<file path="src/rtl/tile_map_renderer.sv">
`default_nettype none
//------------------------------------------------------------------
// tile_map_renderer: tile board pixel pipeline with cursor overlay
// Revision: 1.0
//------------------------------------------------------------------
module tile_map_renderer #(
  parameter int          TILE_LOG2  = 5,
  parameter int          COLS       = 25,
  parameter int          ROWS       = 16,
  parameter int          V_OFFSET   = 88,
  parameter int          CODE_W     = 4,
  parameter logic [11:0] CURSOR_RGB = 12'hF00
) (
  input  logic                   pixel_clk,
  input  logic                   rst_n,
  input  logic [10:0]            h_coord,
  input  logic [9:0]             v_coord,
  input  logic                   wr_en,
  input  logic [7:0]             wr_col,
  input  logic [7:0]             wr_row,
  input  logic [CODE_W-1:0]      wr_code,
  input  logic                   button_u,
  input  logic                   button_d,
  input  logic                   button_l,
  input  logic                   button_r,
  input  logic [2:0]             SW,
  output logic [CODE_W-1:0]      tile_code,
  output logic [2*TILE_LOG2-1:0] tile_addr,
  input  logic [11:0]            tile_data,
  output logic [3:0]             red,
  output logic [3:0]             green,
  output logic [3:0]             blue,
  output logic [7:0]             cursor_col,
  output logic [7:0]             cursor_row
);

  localparam int          IDX_W   = $clog2(COLS * ROWS);
  localparam logic [10:0] H_END   = 11'(COLS << TILE_LOG2);
  localparam logic [9:0]  V_START = 10'(V_OFFSET);
  localparam logic [9:0]  V_END   = 10'(V_OFFSET + (ROWS << TILE_LOG2));
  localparam logic [15:0] COLS_16 = 16'(COLS);
  localparam logic [7:0]  COL_MAX = 8'(COLS - 1);
  localparam logic [7:0]  ROW_MAX = 8'(ROWS - 1);

  logic [CODE_W-1:0] board_mem [COLS*ROWS];

  // Stage 0: pixel decode
  logic [9:0]           v_rel;
  logic [15:0]          pix_col;
  logic [15:0]          pix_row;
  logic [TILE_LOG2-1:0] pix_x;
  logic [TILE_LOG2-1:0] pix_y;
  logic                 pix_active;
  logic [IDX_W-1:0]     rd_idx;
  logic [IDX_W-1:0]     wr_idx;
  logic                 wr_ok;

  // Registered state
  logic [CODE_W-1:0]      code_q;
  logic [2*TILE_LOG2-1:0] addr_q, addr_d;
  logic                   active_q, active_d;
  logic                   cursor_hit_q, cursor_hit_d;
  logic [11:0]            rgb_q, rgb_d;
  logic                   eof_q, eof_d;
  logic [3:0]             btn_prev_q, btn_prev_d;
  logic [3:0]             pend_q, pend_d;
  logic [7:0]             cursor_col_q, cursor_col_d;
  logic [7:0]             cursor_row_q, cursor_row_d;

  logic [3:0]  btn_rise;
  logic [11:0] bg_rgb;

  always_comb begin
    v_rel      = v_coord - V_START;
    pix_col    = 16'(h_coord >> TILE_LOG2);
    pix_row    = 16'(v_rel >> TILE_LOG2);
    pix_x      = h_coord[TILE_LOG2-1:0];
    pix_y      = v_rel[TILE_LOG2-1:0];
    pix_active = (h_coord < H_END) && (v_coord >= V_START) && (v_coord < V_END);
    rd_idx     = pix_active ? IDX_W'(pix_row * COLS_16 + pix_col) : '0;
    wr_ok      = wr_en && (wr_col < 8'(COLS)) && (wr_row < 8'(ROWS));
    wr_idx     = IDX_W'(16'(wr_row) * COLS_16 + 16'(wr_col));
  end

  // Board RAM: no reset, so the read register stays RAM-inferable
  always_ff @(posedge pixel_clk) begin
    if (wr_ok) begin
      board_mem[wr_idx] <= wr_code;
    end
    code_q <= board_mem[rd_idx];
  end

  // Stage 1 inputs
  always_comb begin
    addr_d       = {pix_y, pix_x};
    active_d     = pix_active;
    cursor_hit_d = pix_active
                && (pix_col == {8'd0, cursor_col_q})
                && (pix_row == {8'd0, cursor_row_q})
                && ((pix_x == '0) || (pix_x == '1) || (pix_y == '0) || (pix_y == '1));
  end

  // Stage 2 colour select
  always_comb begin
    bg_rgb = {(SW[2] ? 4'h8 : 4'h0), (SW[1] ? 4'h8 : 4'h0), (SW[0] ? 4'h8 : 4'h0)};
    if (cursor_hit_q) begin
      rgb_d = CURSOR_RGB;
    end else if (active_q) begin
      rgb_d = tile_data;
    end else begin
      rgb_d = bg_rgb;
    end
  end

  // Button bit order: {u, d, l, r}
  always_comb begin
    eof_d      = (h_coord[9:0] == 10'd799) && (v_coord == 10'd599);
    btn_prev_d = {button_u, button_d, button_l, button_r};
    btn_rise   = btn_prev_d & ~btn_prev_q;
    pend_d     = eof_q ? btn_rise : (pend_q | btn_rise);

    cursor_col_d = cursor_col_q;
    cursor_row_d = cursor_row_q;
    if (eof_q) begin
      if (pend_q[1] && !pend_q[0] && (cursor_col_q != 8'd0)) begin
        cursor_col_d = cursor_col_q - 8'd1;
      end else if (pend_q[0] && !pend_q[1] && (cursor_col_q < COL_MAX)) begin
        cursor_col_d = cursor_col_q + 8'd1;
      end
      if (pend_q[3] && !pend_q[2] && (cursor_row_q != 8'd0)) begin
        cursor_row_d = cursor_row_q - 8'd1;
      end else if (pend_q[2] && !pend_q[3] && (cursor_row_q < ROW_MAX)) begin
        cursor_row_d = cursor_row_q + 8'd1;
      end
    end
  end

  always_ff @(posedge pixel_clk) begin
    if (!rst_n) begin
      addr_q       <= '0;
      active_q     <= 1'b0;
      cursor_hit_q <= 1'b0;
      rgb_q        <= '0;
      eof_q        <= 1'b0;
      btn_prev_q   <= '0;
      pend_q       <= '0;
      cursor_col_q <= '0;
      cursor_row_q <= '0;
    end else begin
      addr_q       <= addr_d;
      active_q     <= active_d;
      cursor_hit_q <= cursor_hit_d;
      rgb_q        <= rgb_d;
      eof_q        <= eof_d;
      btn_prev_q   <= btn_prev_d;
      pend_q       <= pend_d;
      cursor_col_q <= cursor_col_d;
      cursor_row_q <= cursor_row_d;
    end
  end

  assign tile_code  = code_q;
  assign tile_addr  = addr_q;
  assign red        = rgb_q[3:0];
  assign green      = rgb_q[7:4];
  assign blue       = rgb_q[11:8];
  assign cursor_col = cursor_col_q;
  assign cursor_row = cursor_row_q;

endmodule
`default_nettype wire

</file>
<file path="config.mk">
export PLATFORM = sky130hd
export DESIGN_NAME = tile_map_renderer
export DESIGN_NICKNAME = d
export VERILOG_FILES = /design/src/rtl/tile_map_renderer.sv
export SDC_FILE = /design/constraint.sdc
export NUM_CORES = 2
export LEC_CHECK = 0
export CORE_MARGIN = 4
export CORE_UTILIZATION = 35
export DETAILED_ROUTE_END_ITERATION = 10
export PLACE_DENSITY = 0.54
export SYNTH_ARGS = -nofsm -noshare
export SYNTH_HDL_FRONTEND = slang
export SYNTH_SLANG_ARGS = --single-unit
export TNS_END_PERCENT = 30
</file>
<file path="constraint.sdc">
create_clock -name pixel_clk -period 7.1 [get_ports pixel_clk]
set_input_delay 1.42 -clock pixel_clk [delete_from_list [all_inputs] [get_ports pixel_clk]]
set_output_delay 1.42 -clock pixel_clk [all_outputs]
set_load 0.01 [all_outputs]
</file>
==> impl.org <==
** Outcome
- The run finished with clean final reports.

** Detailed routing
- The routed layout has 44001 vias.
- Initial DRC count :: 5691
- Using the TritonRoute via totals, the vias-per-cell ratio works out to ~5.7.
- Final routed DRC violation total :: 0
- Wire length after detailed routing :: ~230000 µm
- The detailed router used layers up to and including met5.
- Before antenna repair, the detailed router went through 6 iterations.
- Once detail routing completed, the nets flagged for antenna violations numbered 0.
- Wire length on met1 :: 95410 µm
- Amount of wire on met2 after detailed routing :: 105500 µm
- Wire segments on met3 add up to about 23000 µm in the final route.
- Detailed-route wire length per cell :: between 30 and 40 µm

** Timing
- Setup slack on the critical path of the routed design comes to around 280 ps.
- Setup violations remaining at the end of the flow were counted as 0.
- Setup TNS :: 0 ps
- Dividing the final minimum period by the clock period gives 96.04%.
- Time the worst path needs with I/O delays and setup :: 6819 ps
- Achievable frequency :: 146.7 MHz
- The count of endpoints failing hold in the final timing report was 0.
- Final worst hold slack :: about 540 ps
- Transition time at the pin with the least slew margin :: 1190 ps
- RSZ-0062 raised after global routing :: no
- Measured against its own limit, the worst slew margin works out to about a fifth.
- Final slew viol count :: 0
- Worst Skew :: 46.35 ps

** Synthesis
- Area fraction of the dominant cell type after synthesis :: 71.00%
- In this run the cell area of the synthesized design comes to 67670 µm².
- Most area-hungry cell type in the Yosys netlist :: edfxtp_1
- During synthesis, Yosys emitted a total of 0 warnings.
- Proportion of synthesized flip-flops having asynchronous set or reset :: 0%
- Post-synth EDFFs :: 1600
- Ranking of synthesized cells by area :: edfxtp_1 71%, mux2i_1 3.7%, nor2_1 3.2%
- Flip-flop and latch count after synthesis :: 1653
- Average footprint of a synthesized cell :: 14.22 µm²
- Most frequent cell after synthesis :: edfxtp_1
- For this run, the leading register cell type out of synthesis is edfxtp_1.
- The share of the Yosys chip area taken by registers is 72.57%.
- Most used standard cells in the synthesized netlist :: 1600 x edfxtp_1, 585 x nor2_1, 468 x nand2_1, 256 x a21oi_1, 250 x mux2i_1
- In the synthesized netlist, the number of instances is 4758.
- Counting every net in the synthesized netlist gives 4896.
- Yosys mapped the design onto 84 distinct sky130hd cell types.

** Clock network
- Cts hold-fix bufs :: 0
- Root cell of the clock tree :: clkbuf_16
- Clock transition time at the flip-flop clock pins of the worst setup and hold paths :: approximately 60 ps
- Num CTS Buffers :: ~170
- At the later pin of the worst-skew pair, clock insertion delay measures 820 ps.
- Counting along the longest clock path gives a buffer depth of 3.
- Number of cells upsized or downsized after cts :: 0
- Total setup buffers inserted after CTS :: 0
- TritonCTS built the clock tree.
- Count of H-tree levels built during CTS :: 4
- Clock sink total :: 1653

** Critical path
- STA classifies the critical path endpoint as a register.
- The worst setup path is launched from an input port.
- The setup path with the least slack is of type input port to register.
- Largest fanout on the critical path :: 20
- The worst register-to-register path ends at cursor_row[7].
- Crit path largest cell delay :: 780 ps
- Among the stages of the critical path, the cell type that occurs most often is ha_1.
- STA puts the critical path data arrival time at 7480 ps.
- In this run the worst setup path begins at v_coord[6].
- The critical path ends at tile_code[0].
- STA puts the critical path data required time at 7760 ps.
- For flop-to-flop paths, the worst setup slack is 3580 ps.
- Reg-to-Reg Start :: cursor_row[3]
- In this design, the largest share of critical-path delay is due to simple AND/OR/NAND/NOR gates.
- Walking the worst path, the cells encountered are clkdlybuf4s50_1 -> a211o_1 -> nor2_2 -> nor2_1 -> inv_1 -> ha_1 -> ha_1 -> ha_1 -> inv_1 -> fa_2 -> clkinv_1 -> nand2_2 -> buf_12 -> buf_4 -> nor2_1 -> o311ai_0 -> o31ai_1 -> nor4_1 -> o41a_1 -> a41oi_1.
- Measured in cells, the most critical reg-to-reg path has a length of 12.
- Critical Path Slowest Stage Cell :: nor4_1
- The critical path contains buffers and inverters numbering 6 combined.
- In this run the number of cells on the critical path is 20.

** GRT
- The via count of the first global-routing pass is 43201.
- Number of antenna violations at the first check in global routing :: 6
- Global route overflow :: 0
- Largest net degree at the start of global routing :: 192
- Wire length of the first global-routing pass :: 327500 µm
- Overall global routing resource usage :: a little under a quarter

** Final layout
- The filler cells instantiated in the layout total 17609.
- At the end of the flow, the number of nets in the layout was 5134.
- The finished cells cover 79060 µm².
- Share of layout cells above drive strength 1 :: between 10% and 20%
- Area growth from synthesis to final layout :: 16.84%

** Placed design
- The congestion estimate from routability-driven global placement came to 0.8990.
- Post-DP HPWL :: between 100000 and 150000 µm
- At the placement stage, the worst setup path has a slack of -381.4 ps.
- Total cell area at the placement stage :: 73400 µm²
- Port bufs :: 104

** Min path
- Startpoint of the tightest hold check path :: cursor_row[7]
- In this run the worst hold path is classified as register to register.

** Flow run
- Number of max-cap violations :: 0

** Floorplan
- Placeable core area :: about 190000 µm²
- Total Die Area :: roughly 200000 µm²
- The die is 447.7 µm tall.
- Die X-Extent :: 447.7 µm
- The floorplan has between 150 and 200 rows.
- In this run the count of I/O pins placed on the die edge is approximately 110.
- For this configuration, the core starts out at a cell density of 35.18%.

** Pwr
- Power density relative to cell area :: 304.7 nW/µm²
- Post-layout total power :: 24.09 mW
- VDD sags by at most 0.2548 mV.
- Leakage power :: 25.86 nW
-- how the worst min path moves through the flow --
| stage | to | slack [ps] | depth (start not counted) |
|---|---|---|---|
| finish | cursor_row[7] | 540 | 2 |
| global placement | cursor_row[7] | 510 | 2 |
| global route | cursor_row[7] | 570 | 2 |
| CTS | cursor_row[7] | 550 | 2 |
| floorplan | rgb_q[11] | 500 | 1 |
| detailed placement | cursor_row[7] | 530 | 2 |
-- worst min-delay path, stage by stage (launching register included) --
cell	delay [ps]
dfxtp_1	340
o21ai_0	80
a21boi_0	70
-- area by class of cell --
type	count	area, µm²	share of cell area [%]
repair buffers	364	3573	4.520
clock inverters	107	1089	1.377
multi-input cells	2731	17290	21.86
diodes	2	5.005	0.006330
clock buffers	215	4571	5.781
well taps	2526	3161	3.997
flip-flops and latches	1653	49110	62.11
inverters	72	272.8	0.3450
-- registers in the layout (all words and copies together) (netlist names) --
signal	count
board_mem	1600
tile_code	4
cursor_hit_q	1
eof_q	1
cursor_row	8
rgb_q	12
cursor_col	8
btn_prev_q	4
pend_q	4
active_q	1
tile_addr	10
-- metal layers --
| metal | track usage, % | up-vias |
|---|---|---|
| met1 | 31.44 | 22565 |
| met2 | 35.66 | 2344 |
| met3 | 4.925 | 425 |
| met5 | 0 | - |
| li1 | - | 18665 |
| met4 | 7.983 | 2 |
-- through the flow --
stage	utilization (%)	cells
floorplan	-	4758
global placement	38.15	7345
detailed placement	38.15	7346
CTS	41.10	7668
global route	41.10	7668
finish	41.10	7670
-- placed cells by master (no fill, tap or decap), drive strengths merged, types with 12 or more instances in the layout --
cell type | synthesis | final
edfxtp | 1600 | 1600
nor2 | 587 | 587
nand2 | 470 | 470
buf | 143 | 264
a21oi | 258 | 258
mux2i | 250 | 250
clkbuf | 159 | 215
o21ai | 181 | 181
o22ai | 104 | 104
clkdlybuf4s50 | 0 | 100
nand3 | 88 | 88
o221ai | 81 | 81
inv | 70 | 78
clkinv | 2 | 78
nor3 | 63 | 63
ha | 61 | 61
mux2 | 58 | 58
dfxtp | 53 | 53
nor4 | 47 | 47
a31oi | 46 | 46
xnor2 | 36 | 36
mux4 | 36 | 36
a221oi | 31 | 31
and2 | 31 | 31
a211oi | 28 | 28
nor2b | 25 | 25
o211ai | 21 | 21
a22oi | 19 | 19
a2111oi | 17 | 17
bufinv | 0 | 15
fa | 14 | 14
nand4 | 13 | 13
or3 | 12 | 12
-- logic make-up (layout without fill, tap and decap cells) --
group	count (synthesis)	after routing	synth area share (%)
DFF	1653	1653	72.57
and+or+nand+nor	1367	1367	8.520
AOI/OAI and AO/OA	898	898	8.624
buffers and inverters	374	758	2.278
muxes	344	344	5.861
adders and majority gates	75	75	1.542
xor gates and xnor gates	47	47	0.6083
other	0	2	0
-- power by group --
group          switching, mW  internal [mW]
Clock                   3.96           5.16
Sequential            0.0384           10.7
Combinational           2.95           1.28
No activity file was read; power rests on OpenSTA's default activity.
